**src/rtl/fetch_ctrl.sv**
```systemverilog
// fetch_ctrl: sequences the PC register and the instruction-memory fetch port.
// Keeps one fetch outstanding, holds one fetched instruction for decode,
// arbitrates redirects (trap > branch > jal) and drops fetches that a redirect
// has made stale.
// Optional build macro: FETCH_CTRL_PERF_EN adds saturating performance counters.
module fetch_ctrl #(
    parameter int unsigned XLEN = 64,
    parameter int unsigned ILEN = 32
) (
    input  logic            clk,
    input  logic            rst_n,
    input  logic [XLEN-1:0] pc_in,
    output logic            JUMP,
    output logic [XLEN-1:0] JUMP_PC,
    output logic            stall,
    output logic            imem_req,
    output logic [XLEN-1:0] imem_addr,
    input  logic            imem_ready,
    input  logic [ILEN-1:0] imem_rdata,
    output logic            if_valid,
    output logic [ILEN-1:0] if_inst,
    output logic [XLEN-1:0] if_pc,
    input  logic            id_ready,
    input  logic            hazard_stall,
    input  logic            trap_valid,
    input  logic [XLEN-1:0] trap_pc,
    input  logic            br_valid,
    input  logic [XLEN-1:0] br_pc,
    input  logic            jal_valid,
    input  logic [XLEN-1:0] jal_pc,
    output logic            flush
`ifdef FETCH_CTRL_PERF_EN
    ,
    output logic [63:0]     perf_fetch_cnt,
    output logic [63:0]     perf_redirect_cnt,
    output logic [63:0]     perf_stall_cnt
`endif
);

    localparam logic [1:0] ST_BOOT  = 2'd0;
    localparam logic [1:0] ST_IDLE  = 2'd1;
    localparam logic [1:0] ST_WAIT  = 2'd2;
    localparam logic [1:0] ST_DRAIN = 2'd3;

    logic [1:0]      state_q, state_d;
    logic [XLEN-1:0] req_addr_q, req_addr_d;
    logic [XLEN-1:0] if_pc_q, if_pc_d;
    logic [ILEN-1:0] if_inst_q, if_inst_d;
    logic            if_valid_q, if_valid_d;
    logic            redirect;
    logic            can_accept;
    logic            complete;

    // Redirect arbitration; JUMP/flush are masked in reset so nothing leaks out
    always_comb begin
        redirect   = trap_valid | br_valid | jal_valid;
        can_accept = (!if_valid_q || id_ready) && !hazard_stall;
        JUMP       = redirect & rst_n;
        flush      = redirect & rst_n;
        if (trap_valid)     JUMP_PC = trap_pc;
        else if (br_valid)  JUMP_PC = br_pc;
        else if (jal_valid) JUMP_PC = jal_pc;
        else                JUMP_PC = '0;
    end

    // Fetch FSM: request generation and completion detection
    always_comb begin
        state_d    = state_q;
        req_addr_d = req_addr_q;
        imem_req   = 1'b0;
        imem_addr  = req_addr_q;
        complete   = 1'b0;
        case (state_q)
            ST_BOOT: state_d = ST_IDLE;
            ST_IDLE: begin
                if (!redirect && can_accept) begin
                    imem_req   = 1'b1;
                    imem_addr  = pc_in;
                    req_addr_d = pc_in;
                    state_d    = ST_WAIT;
                end
            end
            ST_WAIT: begin
                imem_req = 1'b1;
                if (redirect) begin
                    // A response arriving with the redirect is consumed and dropped
                    state_d = imem_ready ? ST_IDLE : ST_DRAIN;
                end else if (imem_ready && can_accept) begin
                    complete = 1'b1;
                    state_d  = ST_IDLE;
                end
            end
            ST_DRAIN: begin
                imem_req = 1'b1;
                if (imem_ready) state_d = ST_IDLE;
            end
            default: state_d = ST_BOOT;
        endcase
    end

    // Decode buffer next state: redirect clears, completion refills, id_ready consumes
    always_comb begin
        if_valid_d = if_valid_q;
        if_inst_d  = if_inst_q;
        if_pc_d    = if_pc_q;
        if (redirect) begin
            if_valid_d = 1'b0;
        end else if (complete) begin
            if_valid_d = 1'b1;
            if_inst_d  = imem_rdata;
            if_pc_d    = req_addr_q;
        end else if (id_ready) begin
            if_valid_d = 1'b0;
        end
        stall = ~complete;
    end

    // State and buffer registers
    always_ff @(posedge clk or negedge rst_n) begin
        if (!rst_n) begin
            state_q    <= ST_BOOT;
            req_addr_q <= '0;
            if_valid_q <= 1'b0;
            if_inst_q  <= '0;
            if_pc_q    <= '0;
        end else begin
            state_q    <= state_d;
            req_addr_q <= req_addr_d;
            if_valid_q <= if_valid_d;
            if_inst_q  <= if_inst_d;
            if_pc_q    <= if_pc_d;
        end
    end

    assign if_valid = if_valid_q;
    assign if_inst  = if_inst_q;
    assign if_pc    = if_pc_q;

`ifdef FETCH_CTRL_PERF_EN
    logic [63:0] perf_fetch_q, perf_redirect_q, perf_stall_q;

    // Saturating event counters
    always_ff @(posedge clk or negedge rst_n) begin
        if (!rst_n) begin
            perf_fetch_q    <= '0;
            perf_redirect_q <= '0;
            perf_stall_q    <= '0;
        end else begin
            if (complete && perf_fetch_q != '1)
                perf_fetch_q <= perf_fetch_q + 64'd1;
            if (JUMP && perf_redirect_q != '1)
                perf_redirect_q <= perf_redirect_q + 64'd1;
            if (stall && !JUMP && perf_stall_q != '1)
                perf_stall_q <= perf_stall_q + 64'd1;
        end
    end

    assign perf_fetch_cnt    = perf_fetch_q;
    assign perf_redirect_cnt = perf_redirect_q;
    assign perf_stall_cnt    = perf_stall_q;
`else
    // Counters not built in this configuration
`endif

endmodule
```
**config.mk**
```make
export PLATFORM = sky130hd
export DESIGN_NAME = fetch_ctrl
export DESIGN_NICKNAME = d
export VERILOG_FILES = /design/src/rtl/fetch_ctrl.sv
export SDC_FILE = /design/constraint.sdc
export NUM_CORES = 1
export LEC_CHECK = 0
export ABC_AREA = 0
export BUFFER_PORTS_ARGS = -buffer_cell sky130_fd_sc_hd__buf_2
export CORE_AREA = 2 2 205 207
export CTS_CLUSTER_SIZE = 12
export DETAILED_ROUTE_END_ITERATION = 12
export DIE_AREA = 0 0 207 209
export HOLD_SLACK_MARGIN = 0.03
export SLEW_MARGIN = 30
export SYNTH_ARGS = -nofsm -noshare
export SYNTH_HDL_FRONTEND = slang
export SYNTH_SLANG_ARGS = --single-unit
```
**constraint.sdc**
```tcl
create_clock -name clk -period 4.2 [get_ports clk]
set_input_delay 0 -clock clk [delete_from_list [all_inputs] [get_ports clk]]
set_output_delay 0 -clock clk [all_outputs]
set_load 0.01 [all_outputs]
```
==> load_flow_metrics.sql, run 1 <==
INSERT INTO impl_metrics (metric_group, metric, value, unit) VALUES
('die', 'dieHeight', '209', 'microns'),
('timing', 'hold_viol_final', '0', ''),
('cts', 'path_clk_slew', '60', 'ps'),
('cts', 'cts_tree', 'built', ''),
('die', 'rows', '75', ''),
('worst_setup_path', 'timing.critical_path.fanout_max', '65', ''),
('detailed_routing', 'routedWlPerCell', '17.5', 'microns'),
('synth', 'synth.most_common_cell', 'dfrtp_1', ''),
('pwr', 'power.density', '473', 'nW/um^2'),
('placed_design', 'gp_routability_congestion', '0.870', ''),
('synth', 'synth_area_per_cell', '12.7', 'sq um'),
('timing', 'period_needed', '2430', 'ps'),
('synth', 'ys_seq_elements', '163', ''),
('worst_setup_path', 'critical_path_class', 'reg2out', ''),
('worst_setup_path', 'critPathCaptureType', 'output pin', ''),
('synth', 'synth_async_sr_flop_share', '100', '%'),
('worst_setup_path', 'required', '4200', 'ps'),
('worst_setup_path', 'timing.reg2reg.worst_path_depth', '6', ''),
('cells_and_area', 'drive_gt1_share', '60.5', '%'),
('detailed_routing', 'drt_pass1_iterations', '6', ''),
('detailed_routing', 'final_antenna_net_count', '0', ''),
('worst_setup_path', 'critical_path.startpoint_type', 'flip-flop', ''),
('cts', 'postCtsResizedCells', '0', ''),
('die', 'design.portCount', '525', ''),
('worst_hold_path', 'min-delay-path-class', 'in2reg', ''),
('cts', 'clock-sinks', '163', ''),
('placed_design', 'dpl.hpwl', '23100', 'microns'),
('worst_setup_path', 'crit_path_start', 'if_valid$_DFFE_PN0P_', ''),
('detailed_routing', 'detail_route.wirelength', '30600', 'microns'),
('pwr', 'netSwitchingFraction', '32.8', '%'),
('detailed_routing', 'vias', '7360', ''),
('pwr', 'p_seq_share', '39.8', '%'),
('synth', 'yosys_most_used_dff', 'dfrtp_1', ''),
('worst_setup_path', 'r2r_slack', '1870', 'ps'),
('die', 'chipWidth', '207', 'microns'),
('synth', 'mappedNetlistNets', '891', ''),
('synth', 'synth-warning-count', '0', ''),
('global_routing', 'antenna_violations_before_repair', '5', ''),
('synth', 'synth_area_leader_cell', 'dfrtp_1', ''),
('run', 'maxCapViolCount', '0', ''),
('synth', 'synth.cells.most_frequent', 'dfrtp_1, mux2_2, nand2_1', ''),
('global_routing', 'grt_start_max_net_pins', '103', ''),
('pwr', 'power.switching', '0.00191', 'W'),
('timing', 'setup_violations', '0', ''),
('timing', 'grt_setup_unrepaired', 'false', ''),
('worst_setup_path', 'crit_path_end', 'imem_addr[48]', ''),
('die', 'coreArea', '41300', 'sq um'),
('run_status', 'status', 'finished, final reports clean', ''),
('cts', 'clk-insertion-delay-late', '450', 'ps'),
('die', 'die-area', '43300', 'sq um'),
('global_routing', 'grt_usage', '13.7', '%'),
('cts', 'cts_max_path_buffers', '2', ''),
('pwr', 'power.leakage', '6.63', 'nW'),
('timing', 'relSlewSlack', '33.8', '%'),
('synth', 'synth_area', '7510', 'sq um'),
('detailed_routing', 'route.detailed.drc', '0', ''),
('timing', 'setup_total_negative_slack', '0', 'ps'),
('timing', 'drv_slew', '0', ''),
('worst_setup_path', 'standard_cell_with_the_maximum_stage_delay_on_the_critical_path', 'mux2_2', ''),
('timing', 'finalCritPeriodShare', '57.7', '%'),
('worst_setup_path', 'crit_arrival', '2430', 'ps'),
('worst_setup_path', 'critPathMaxStageDelay', '460', 'ps'),
('cts', 'post_cts_setup_buffer_count', '0', ''),
('cts', 'post_cts_hold_buffer_count', '100', ''),
('cts', 'cts-buffers-inserted', '17', ''),
('worst_setup_path', 'worst_r2r_endpoint', 'if_pc[0]$_DFFE_PN0P_', ''),
('cells_and_area', 'flow.area_growth_from_synthesis', '63.8', '%'),
('global_routing', 'vias_in_the_first_global_route', '7353', ''),
('worst_setup_path', 'critical_path.cell_chain', 'nor2b_1 -> nor3b_2 -> nand2_8 -> mux2_2 -> buf_2', ''),
('synth', 'synth_top_cells_by_area', 'dfrtp_1, mux2_2, mux2_4, a22oi_1, o21ai_0', ''),
('cts', 'clock-root-buffer', 'clkbuf_16', '');
[worst max-delay path: cells and delay by family, from the launching register on]
family,cells,cell delay [ps]
buffers and inverters,1,150
DFF,1,370
muxes,1,460
and+or+nand+nor,3,970
[area by class of cell]
class,instances,area (sq um)
clock buffer,20,467
clock inverter,12,104
fill,4240,29000
antenna,4,10.0
multi-input combinational,374,3200
tap,539,674
inverter,6,25.0
sequential,163,4080
timing repair buffer,634,3740
[layout by cell type, fill, tap and decap left out, types with 2 or more instances in the layout]
master / n
mux2_4: 40
o21ai_0: 65
dlygate4sd3_1: 101
clkinv_2: 5
clkinvlp_4: 3
nand2_1: 66
ha_1: 5
inv_6: 2
diode_2: 4
buf_4: 8
clkbuf_8: 3
clkbuf_16: 17
buf_2: 522
inv_1: 5
mux2i_1: 2
a22oi_1: 64
mux2_2: 120
nor2b_1: 2
dfrtp_1: 163
[power groups by stage]
| stage | combinational [W] | sequential (W) | clock, W |
|---|---|---|---|
| floorplan | 0.000923 | 0.00234 | 0 |
| global placement | 0.00187 | 0.00232 | 0 |
| detailed placement | 0.00190 | 0.00234 | 0 |
| CTS | 0.00198 | 0.00231 | 0.00157 |
| global route | 0.00214 | 0.00237 | 0.00165 |
| finish | 0.00198 | 0.00231 | 0.00152 |
[metrics by stage]
step | worst slack, ps | utilization [%] | area [sq um] | total power (W) | hold slack [ps]
after floorplan | 2400 | - | 7510 | 0.00327 | -296
after global placement | 1820 | 25.8 | 10700 | 0.00419 | 145
after detailed placement | 1760 | 25.8 | 10700 | 0.00424 | 145
after CTS | 1540 | 29.7 | 12200 | 0.00586 | 57.0
after global routing | 1650 | 29.8 | 12300 | 0.00615 | 151
final | 1770 | 29.8 | 12300 | 0.00581 | 82.3
[cells by family (layout without fill, tap and decap cells)]
logic type,after synthesis,count (layout),share of synthesized area [%]
compound gates,132,132,11.0
fa+ha+maj,5,5,0.833
buf+inv,53,672,3.42
flops,163,163,54.3
mux,162,162,26.3
other cells,0,4,0
simple gates,75,75,4.13
[sequential cells by signal, summed over array words and instances (netlist names)]
signal and count:
if_inst 32, if_pc 64, if_valid 1, req_addr_q 64, state_q 2
[worst min-delay path by stage]
| stage | startpoint | end | slack [ps] | cells past startpoint |
|---|---|---|---|---|
| finish | hazard_stall | state_q[0]$_DFFE_PN0P_ | 80 | 4 |
| global route | hazard_stall | state_q[0]$_DFFE_PN0P_ | 150 | 4 |
| CTS | hazard_stall | state_q[0]$_DFFE_PN0P_ | 60 | 4 |
| detailed placement | rst_n | if_inst[13]$_DFFE_PN0P_ | 140 | 1 |
| global placement | rst_n | if_inst[13]$_DFFE_PN0P_ | 140 | 1 |
| floorplan | rst_n | if_inst[0]$_DFFE_PN0P_ | -300 | 0 |
[layer usage]
layer	global-route usage [%]	wire length (microns)
met5	0	32
met4	5.22	660
met3	4.75	3240
met2	19.7	13300
met1	18.7	13300
No activity file was read; power rests on OpenSTA's default activity.
==> run 2: changes to the inputs <==
==> constraint.sdc (replaced) <==
create_clock -name clk -period 2.5 [get_ports clk]
set_input_delay 0 -clock clk [delete_from_list [all_inputs] [get_ports clk]]
set_output_delay 0 -clock clk [all_outputs]
set_load 0.01 [all_outputs]
==> load_flow_metrics.sql, run 2 (synthesis gave the netlist of run 1 again) <==
INSERT INTO impl_metrics (metric_group, metric, value, unit) VALUES
('timing', 'drv_slew', '0', ''),
('timing', 'finalCritPeriodShare', '88.2', '%'),
('cts', 'path_clk_slew', '60', 'ps'),
('pwr', 'power.leakage', '6.70', 'nW'),
('cts', 'depth_of_the_cts_h_tree', '4', ''),
('detailed_routing', 'detail_route.wirelength', '30600', 'microns'),
('timing', 'setup_violations', '0', ''),
('run', 'maxCapViolCount', '0', ''),
('detailed_routing', 'routed_via_density', '4.16', ''),
('cells_and_area', 'fillerInstances', '4258', ''),
('worst_hold_path', 'min-delay-path-class', 'in2reg', ''),
('detailed_routing', 'drtIter0Drc', '663', ''),
('die', 'chipWidth', '207', 'microns'),
('cts', 'cts-buffers-inserted', '17', ''),
('cells_and_area', 'drive_gt1_share', '60.7', '%'),
('timing', 'relSlewSlack', '51.9', '%'),
('global_routing', 'vias_in_the_first_global_route', '7380', ''),
('cts', 'cts_max_path_buffers', '2', ''),
('placed_design', 'pre_cts_slack', '485', 'ps'),
('run_status', 'status', 'finished, final reports clean', ''),
('cells_and_area', 'flow.area_growth_from_synthesis', '65.3', '%'),
('timing', 'crit_path_setup_slack_layout', '295', 'ps'),
('cells_and_area', 'finalCoreUtilization', '30.1', '%'),
('timing', 'worst_max_slew_pin_slew', '713', 'ps'),
('detailed_routing', 'route.detailed.drc', '0', ''),
('cells_and_area', 'regArea', '4080', 'sq um'),
('global_routing', 'grt_remaining_overflow', '0', ''),
('die', 'die-area', '43300', 'sq um'),
('worst_setup_path', 'critical_path.startpoint_type', 'flip-flop', ''),
('die', 'design.portCount', '525', ''),
('die', 'coreArea', '41300', 'sq um'),
('cts', 'cts_tree', 'built', ''),
('worst_setup_path', 'critPathCaptureType', 'output pin', ''),
('worst_setup_path', 'critical_path_class', 'reg2out', ''),
('detailed_routing', 'final_antenna_net_count', '0', ''),
('global_routing', 'grt_start_max_net_pins', '129', ''),
('detailed_routing', 'drt_pass1_iterations', '5', ''),
('worst_setup_path', 'required', '2500', 'ps'),
('detailed_routing', 'routedWlPerCell', '17.4', 'microns'),
('pwr', 'power.density', '785', 'nW/um^2'),
('timing', 'hold_viol_final', '0', ''),
('timing', 'period_needed', '2210', 'ps'),
('cells_and_area', 'mostFrequentLayoutCells', 'buf_2, dfrtp_1, mux2_2, dlygate4sd3_1, nand2_1', ''),
('placed_design', 'dpl.hpwl', '23800', 'microns'),
('cts', 'clock-root-buffer', 'clkbuf_16', ''),
('global_routing', 'grt_pass1_wl', '45200', 'microns'),
('placed_design', 'gp_routability_congestion', '0.884', ''),
('cells_and_area', 'finalNetCount', '1502', ''),
('timing', 'setup_total_negative_slack', '0', 'ps'),
('worst_setup_path', 'timing.critical_path.fanout_max', '23', ''),
('cells_and_area', 'layout.cells.most_common', 'buf_2', ''),
('placed_design', 'io_buffers', '524', ''),
('global_routing', 'grt_usage', '13.8', '%'),
('timing', 'max_freq', '454', 'MHz'),
('worst_setup_path', 'r2r_slack', '480', 'ps'),
('detailed_routing', 'vias', '7293', ''),
('die', 'starting_utilization_of_the_core_area', '18.2', '%'),
('worst_setup_path', 'crit_arrival', '2210', 'ps'),
('timing', 'grt_setup_unrepaired', 'false', ''),
('cells_and_area', 'multi_input_comb_area', '3190', 'sq um'),
('cts', 'clk-insertion-delay-late', '450', 'ps'),
('cts', 'clock-sinks', '163', ''),
('die', 'dieHeight', '209', 'microns'),
('pwr', 'post-layout-total-power', '0.00975', 'W'),
('timing', 'fin_skew', '9.38', 'ps'),
('pwr', 'power.ir.vdd_worst', '608', 'uV'),
('global_routing', 'antenna_violations_before_repair', '8', ''),
('die', 'rows', '75', '');
## run 2: cell types whose count changed in the layout (fill, tap and decap cells not counted), sizes merged
cell	delta
buf	+6
diode	-2
clkbuf	+1
clkinv	-1
clkinvlp	+1
dlygate4sd3	-1
inv	-1
## run 2: final cells by class
class	instances	area share [%]
clock inverters	11	0.817
repair buffers	639	31.1
clock buffers	21	3.87
multi-input cells	374	25.7
flip-flops and latches	163	32.9
diodes	2	0.0403
well taps	539	5.43
inverters	6	0.202
## run 2: worst max-delay path, stage by stage, from the launching register on
cell and delay (ps):
dfrtp_1 380, inv_1 100, ha_1 250, nand2_4 240
buf_12 230, mux2_2 380, buf_2 150
## run 2: final timing paths
path	startpoint	end	cells after the start
max reg2reg	if_valid$_DFFE_PN0P_	if_inst[7]$_DFFE_PN0P_	5
min in group asynchronous	rst_n	if_inst[7]$_DFFE_PN0P_	3
min reg2reg	req_addr_q[0]$_DFF_PN0_	if_pc[0]$_DFFE_PN0P_	1
max	state_q[1]$_DFFE_PN0P_	imem_addr[28]	6
max in group asynchronous	rst_n	req_addr_q[43]$_DFF_PN0_	3
min	hazard_stall	state_q[0]$_DFFE_PN0P_	4
## run 2: where the power goes
group,switching [W],internal (W)
registers,0.000431,0.00345
clock network,0.00106,0.00147
logic,0.00165,0.00168
total,0.00315,0.00660
## run 2: what timing repair did
item                      4_1_cts  5_1_grt
gates resized for setup         0        0
hold endpoints to repair      262        0
buffers inserted                0        0
hold buffers                  101        0
## run 2: per-stage QoR
stage | instance area [sq um] | std cells | hold WS, ps
2_1_floorplan | 7510 | 590 | -296
3_3_place_gp | 10800 | 1620 | -74.1
3_5_place_dp | 10800 | 1620 | -73.8
4_1_cts | 12400 | 1753 | 112
5_1_grt | 12400 | 1753 | 173
6_report | 12400 | 1755 | 129
## run 2: metal layers
layer / track usage [%] / vias to the layer above / wire, microns
met1: 18.4 / 3514 / 13300
met3: 5.91 / 49 / 3500
met2: 19.8 / 376 / 13200
li1: - / 3348 / -
met4: 4.83 / 6 / 595
met5: 0 / - / 35
